## src/rtl/dmem_if.sv

```systemverilog
// Processor-side data memory port: request fields travel master->slave, completion fields slave->master.
// Handshake: req is sampled only while the responder is idle (busy=0); one sample of req=1 is one access.
// The access completes with a single-cycle ready pulse. err and rdata are meaningful only while ready=1.
interface dmem_if;
  logic        req;
  logic        we;
  logic [31:0] addr;
  logic [31:0] wdata;
  logic [3:0]  be;
  logic        ready;
  logic [31:0] rdata;
  logic        err;
  logic        busy;

  modport master (
    output req, we, addr, wdata, be,
    input  ready, rdata, err, busy
  );

  modport slave (
    input  req, we, addr, wdata, be,
    output ready, rdata, err, busy
  );
endinterface

```

## src/rtl/dmem_responder.sv

```systemverilog
// Word-organised data memory that answers each accepted access after WAIT_CYCLES wait states.
// Storage lives in flops so that reset can clear every word.
module dmem_responder #(
  parameter int DEPTH_WORDS = 64,
  parameter int WAIT_CYCLES = 2
) (
  input  logic       clk,
  input  logic       reset,
  dmem_if.slave      bus,
  output logic [1:0] o_dbg_state
);
  localparam int AW = $clog2(DEPTH_WORDS);
  localparam logic [3:0] WAIT_LOAD = 4'(WAIT_CYCLES > 0 ? WAIT_CYCLES - 1 : 0);

  typedef enum logic [1:0] {
    S_IDLE = 2'd0,
    S_WAIT = 2'd1,
    S_RESP = 2'd2
  } state_t;

  state_t      r_state;
  logic [3:0]  r_cnt;
  logic        r_we;
  logic [31:0] r_addr;
  logic [31:0] r_wdata;
  logic [3:0]  r_be;
  logic [31:0] r_mem [DEPTH_WORDS];
  logic        r_ready;
  logic        r_err;
  logic [31:0] r_rdata;

  logic          w_accept;
  logic          w_enter_resp;
  logic          w_a_we;
  logic [31:0]   w_a_addr;
  logic [31:0]   w_a_wdata;
  logic [3:0]    w_a_be;
  logic [AW-1:0] w_a_idx;
  logic          w_a_ok;
  logic [31:0]   w_old;
  logic [31:0]   w_new;

  assign w_accept     = (r_state == S_IDLE) && bus.req;
  assign w_enter_resp = (w_accept && (WAIT_CYCLES == 0)) ||
                        ((r_state == S_WAIT) && (r_cnt == 4'd0));

  // With zero wait states the access happens on the accept edge, before the latches hold the request.
  assign w_a_we    = (r_state == S_IDLE) ? bus.we    : r_we;
  assign w_a_addr  = (r_state == S_IDLE) ? bus.addr  : r_addr;
  assign w_a_wdata = (r_state == S_IDLE) ? bus.wdata : r_wdata;
  assign w_a_be    = (r_state == S_IDLE) ? bus.be    : r_be;

  assign w_a_idx = w_a_addr[AW+1:2];
  assign w_a_ok  = (w_a_addr[1:0] == 2'b00) && (w_a_addr[31:AW+2] == '0);
  assign w_old   = r_mem[w_a_idx];

  always_comb begin
    w_new = w_old;
    for (int i = 0; i < 4; i++) begin
      if (w_a_be[i]) w_new[8*i +: 8] = w_a_wdata[8*i +: 8];
    end
  end

  always_ff @(posedge clk) begin
    if (reset) begin
      r_state <= S_IDLE;
      r_cnt   <= '0;
      r_we    <= 1'b0;
      r_addr  <= '0;
      r_wdata <= '0;
      r_be    <= '0;
      r_ready <= 1'b0;
      r_err   <= 1'b0;
      r_rdata <= '0;
      for (int i = 0; i < DEPTH_WORDS; i++) r_mem[i] <= '0;
    end else begin
      r_ready <= 1'b0;
      r_err   <= 1'b0;
      case (r_state)
        S_IDLE: begin
          if (bus.req) begin
            r_we    <= bus.we;
            r_addr  <= bus.addr;
            r_wdata <= bus.wdata;
            r_be    <= bus.be;
            if (WAIT_CYCLES == 0) begin
              r_state <= S_RESP;
            end else begin
              r_state <= S_WAIT;
              r_cnt   <= WAIT_LOAD;
            end
          end
        end
        S_WAIT: begin
          if (r_cnt == 4'd0) r_state <= S_RESP;
          else               r_cnt   <= r_cnt - 4'd1;
        end
        S_RESP:  r_state <= S_IDLE;
        default: r_state <= S_IDLE;
      endcase

      // Rejected accesses leave storage alone and return zero data.
      if (w_enter_resp) begin
        r_ready <= 1'b1;
        if (!w_a_ok) begin
          r_err   <= 1'b1;
          r_rdata <= '0;
        end else if (w_a_we) begin
          r_mem[w_a_idx] <= w_new;
          r_rdata        <= w_new;
        end else begin
          r_rdata <= w_old;
        end
      end
    end
  end

  assign bus.ready   = r_ready;
  assign bus.rdata   = r_rdata;
  assign bus.err     = r_err;
  assign bus.busy    = (r_state != S_IDLE);
  assign o_dbg_state = r_state;
endmodule

```

## src/flat_wrapper.sv

```systemverilog
// flat-port wrapper written by rule: the top's interface ports become plain ports
module dmem_responder_flat 
#(
  parameter int DEPTH_WORDS = 64,
  parameter int WAIT_CYCLES = 2
)
  (clk, reset, o_dbg_state, bus_req, bus_we, bus_addr, bus_wdata, bus_be, bus_ready, bus_rdata, bus_err, bus_busy);
  dmem_if bus_i ();
  input  logic clk;
  input  logic reset;
  output logic [1:0] o_dbg_state;
  input wire logic [$bits(bus_i.req)-1:0] bus_req;
  input wire logic [$bits(bus_i.we)-1:0] bus_we;
  input wire logic [$bits(bus_i.addr)-1:0] bus_addr;
  input wire logic [$bits(bus_i.wdata)-1:0] bus_wdata;
  input wire logic [$bits(bus_i.be)-1:0] bus_be;
  output wire logic [$bits(bus_i.ready)-1:0] bus_ready;
  output wire logic [$bits(bus_i.rdata)-1:0] bus_rdata;
  output wire logic [$bits(bus_i.err)-1:0] bus_err;
  output wire logic [$bits(bus_i.busy)-1:0] bus_busy;
  assign bus_i.req = bus_req;
  assign bus_i.we = bus_we;
  assign bus_i.addr = bus_addr;
  assign bus_i.wdata = bus_wdata;
  assign bus_i.be = bus_be;
  assign bus_ready = bus_i.ready;
  assign bus_rdata = bus_i.rdata;
  assign bus_err = bus_i.err;
  assign bus_busy = bus_i.busy;
  dmem_responder #(.DEPTH_WORDS(DEPTH_WORDS), .WAIT_CYCLES(WAIT_CYCLES)) u_core (.clk(clk), .reset(reset), .bus(bus_i), .o_dbg_state(o_dbg_state));
endmodule
```

## config.mk

```make
export PLATFORM = sky130hd
export DESIGN_NAME = dmem_responder_flat
export DESIGN_NICKNAME = d
export VERILOG_FILES = /design/src/rtl/dmem_if.sv /design/src/rtl/dmem_responder.sv /design/src/flat_wrapper.sv
export SDC_FILE = /design/constraint.sdc
export NUM_CORES = 2
export LEC_CHECK = 0
export CAP_MARGIN = 0
export CORE_MARGIN = 8
export CORE_UTILIZATION = 30
export DETAILED_ROUTE_END_ITERATION = 12
export DONT_BUFFER_PORTS = 1
export SETUP_SLACK_MARGIN = 0.02
export SYNTH_ARGS = -nofsm -noshare
export SYNTH_HDL_FRONTEND = slang
export SYNTH_SLANG_ARGS = --single-unit
```

## constraint.sdc

```tcl
create_clock -name clk -period 9.4 [get_ports clk]
set_input_delay 0.47 -clock clk [delete_from_list [all_inputs] [get_ports clk]]
set_output_delay 0.47 -clock clk [all_outputs]
set_load 0.05 [all_outputs]
```

==> results.py <==
metrics = {
    "sta": {
        "max_freq_ghz": 0.143,
        "post-route-min-period_ps": 7020,
        "worst_slack_ps": 2380,
        "setup_viol": 0,
        "max_slew.worst_pin.slew_ps": 1650,
        "fin_skew_ps": 65.3,
        "final-max-slew-violation-count": 2,
        "rsz0062_at_grt": "false",
        "max_slew_margin": -0.0976,
        "hold_viol_final": 0,
        "tns_ps": 0,
        "fin_crit_sh": 0.746,
    },
    "setup_path": {
        "reg2reg_from": "u_core.o_dbg_state[1]$_SDFFE_PP0P_",
        "crit_cells": 12,
        "required_ps": 9970,
        "r2r_end": "u_core.r_mem[9][19]$_SDFFCE_PN0P_",
        "cp_max_fo": 44,
        "crit_family": "compound AO/OA/AOI/OAI gates",
        "max_stage_delay_ps": 1000,
        "crit_end": "u_core.r_mem[9][19]$_SDFFCE_PN0P_",
        "critPathLaunchType": "flip-flop",
        "crit_type": "flip-flop to flip-flop",
        "worstPathArrival_ps": 7590,
        "crit_chain": "nor3b_2 -> buf_4 -> nor2_4 -> buf_12 -> nand2_2 -> buf_4 -> o22a_1 -> a21oi_1 -> nor4_2 -> a41oi_4 -> buf_4 -> nor2_1",
        "r2r_setup_slack_ps": 2380,
        "crit_top_cell": "buf_4",
        "end_kind": "flip-flop",
        "r2r_cells": 12,
        "slowest_stage": "a21oi_1",
        "setup.worst_path.start": "u_core.o_dbg_state[1]$_SDFFE_PP0P_",
        "cp_num_buf_inv": 4,
    },
    "cells_and_area": {
        "fill_cells": 30500,
        "final_area_sq_um": 107000,
        "layout_commonest_cell": "edfxtp_1",
        "layout-drive-gt1-share": 0.114,
        "area_growth_syn_to_layout_pct": 13.4,
        "fin_nets": 7711,
        "seqCellArea_sq_um": 63700,
        "multi_input_area_sq_um": 27000,
        "final_cell_mix": "edfxtp_1 (2048), nor2_1 (1446), nand2_1 (669)",
    },
    "floorplan": {
        "coreArea_sq_um": 312000,
        "initial_core_util": 0.302,
        "die_h_um": 576,
        "die_area_sq_um": 332000,
        "rows": 205,
        "die_width_um": 576,
        "io-pin-count": 109,
    },
    "clock_tree": {
        "cts_buffer_depth": 3,
        "numClockSinks": 2157,
        "cts_resized": 0,
        "cts_root_buf": "clkbuf_16",
        "clk_pin_slew_worst_paths_ps": 60,
        "cts_buffers": 220,
        "htreeDepth": 4,
        "ctsHoldBuffers": 85,
        "post_cts_buffers": 0,
        "cts_tree": "done",
        "clk_latency_ps": 910,
    },
    "global_routing": {
        "grt_max_degree": 108,
        "grt_pass1_vias": 67900,
        "grt_antenna_before_repair": 21,
        "grt_overflow": 0,
        "grt_first_pass_wirelength_um": 543000,
        "grt_usage": 0.229,
    },
    "place": {
        "numPortBuffers": 0,
        "finalWeightedCongestion": 1.01,
        "hpwl_um": 236000,
        "placed_cell_area_sq_um": 98600,
        "place_ws_ps": 2870,
    },
    "route": {
        "viasPerCell": 6.08,
        "num_vias": 72800,
        "ant_nets": 0,
        "postRouteWirelength_um": 400000,
        "drt_iter0_drc": 12600,
        "drc": 0,
        "drt-wirelength-per-cell_um": 33.4,
        "first_pass_iters": 10,
    },
    "power_and_ir_drop": {
        "p_per_area_nw_per_um2": 228,
        "vdd_ir_drop_max_v": 0.000218,
        "power_leakage_nw": 35.9,
    },
    "min_path": {
        "hp-class": "primary input to flip-flop",
    },
    "logic_synthesis": {
        "ys.warnings.count": 0,
        "ys_ff_latch": 2157,
        "synth.area.top_cells": "edfxtp_1 (65%), nor2_1 (5.8%), nor3_1 (3.5%), nand2_1 (2.7%), o22ai_1 (2.6%)",
        "seq_area_frac_synth": 0.677,
        "synth_nets": 7931,
        "synth.avg_cell_area_sq_um": 12.0,
        "synth-main-ff-cell": "edfxtp_1",
        "synth_top_area_frac": 0.654,
        "synth_cell_type_count": 84,
        "synth-edff-count": 2048,
        "synthCells": 7858,
        "async_flop_share": 0,
        "syn_area_sq_um": 94000,
        "synth_top_area_cell": "edfxtp_1",
    },
    "status": {
        "violations": "max-slew violations",
        "outcome": "finished, violations left",
    },
    "run": {
        "drv_cap": 0,
    },
}
[report_power, final]
| part | switching [mW] | internal (mW) | leakage (nW) | total, mW |
|---|---|---|---|---|
| combinational | 3.80 | 0.854 | 10.3 | 4.65 |
| clock | 3.88 | 4.89 | 3.50 | 8.77 |
| sequential | 0.121 | 10.8 | 22.0 | 10.9 |
[worst register-to-register path, cell delays in order, from the launching register on]
cell and delay [ps]:
dfxtp_2 920, nor3b_2 130, buf_4 290, nor2_4 770
buf_12 330, nand2_2 580, buf_4 490, o22a_1 220
a21oi_1 1000, nor4_2 290, a41oi_4 710, buf_4 740
nor2_1 220
[Yosys cell counts (35+ instances only)]
cell,instances
a211oi_1,79
a21oi_1,141
a222oi_1,38
a22oi_1,116
a31oi_1,41
a32oi_1,84
and3_1,85
buf_1,50
buf_2,295
buf_6,38
clkbuf_1,443
dfxtp_1,109
edfxtp_1,2048
mux2i_1,174
nand2_1,688
nand3_1,145
nor2_1,1459
nor3_1,658
nor3_2,61
nor4_1,35
o21ai_0,93
o221ai_1,202
o22ai_1,398
[sequential cells by signal, summed over array words and instances (netlist names)]
| signal | flops |
|---|---|
| u_core.r_be | 4 |
| u_core.bus.err | 1 |
| u_core.bus.rdata | 32 |
| u_core.r_mem | 2048 |
| u_core.r_cnt | 4 |
| u_core.r_addr | 32 |
| u_core.r_wdata | 32 |
| u_core.bus.ready | 1 |
| u_core.o_dbg_state | 2 |
| u_core.r_we | 1 |
[per-layer routing]
layer | vias to the layer above | global-route usage | share of wire
li1 | 29100 | - | -
met1 | 36500 | 0.284 | 0.35
met2 | 6041 | 0.331 | 0.42
met3 | 1191 | 0.0846 | 0.15
met4 | 10 | 0.157 | 0.082
met5 | - | 0.00856 | 0.0011
[through the flow]
step	std cells	power, mW	util	hold WS (ps)
2_1_floorplan	7858	13.4	-	436
3_3_place_gp	11500	15.4	0.316	436
3_5_place_dp	11500	15.5	0.316	441
4_1_cts	12000	24.1	0.342	1.68
5_1_grt	12000	24.7	0.342	80.7
6_report	12000	24.4	0.342	61.6
[cell families (layout without fill, tap and decap cells)]
| kind of cell | count (synthesis) | count (layout) | share of synthesized area |
|---|---|---|---|
| adders and majority gates | 1 | 1 | 0.000133 |
| buffers and inverters | 869 | 835 | 0.0427 |
| and+or+nand+nor | 3257 | 3257 | 0.153 |
| other | 0 | 16 | 0 |
| muxes | 180 | 180 | 0.0193 |
| DFF | 2157 | 2157 | 0.677 |
| AOI/OAI and AO/OA | 1392 | 1392 | 0.108 |
| xor gates and xnor gates | 2 | 2 | 0.000186 |
[worst min path at each step]
stage / from / endpoint / cells after the start
5_1_grt: bus_wdata[5] / u_core.bus.rdata[5]$_SDFFE_PP0P_ / 4
6_report: bus_wdata[17] / u_core.bus.rdata[17]$_SDFFE_PP0P_ / 4
3_5_place_dp: u_core.r_wdata[18]$_SDFFE_PP0P_ / u_core.r_wdata[18]$_SDFFE_PP0P_ / 2
4_1_cts: bus_wdata[5] / u_core.bus.rdata[5]$_SDFFE_PP0P_ / 4
2_1_floorplan: u_core.r_wdata[16]$_SDFFE_PP0P_ / u_core.r_wdata[16]$_SDFFE_PP0P_ / 2
3_3_place_gp: u_core.r_addr[28]$_SDFFE_PP0P_ / u_core.r_addr[28]$_SDFFE_PP0P_ / 2
[cell type report]
type                       count  area share
multi-input combinational   4832       0.253
antenna                       16    0.000375
inverter                      20    0.000704
clock inverter               145      0.0130
tap                         4140      0.0486
clock buffer                 263      0.0536
timing repair buffer         407      0.0332
sequential                  2157       0.597
No activity file was read; power rests on OpenSTA's default activity.
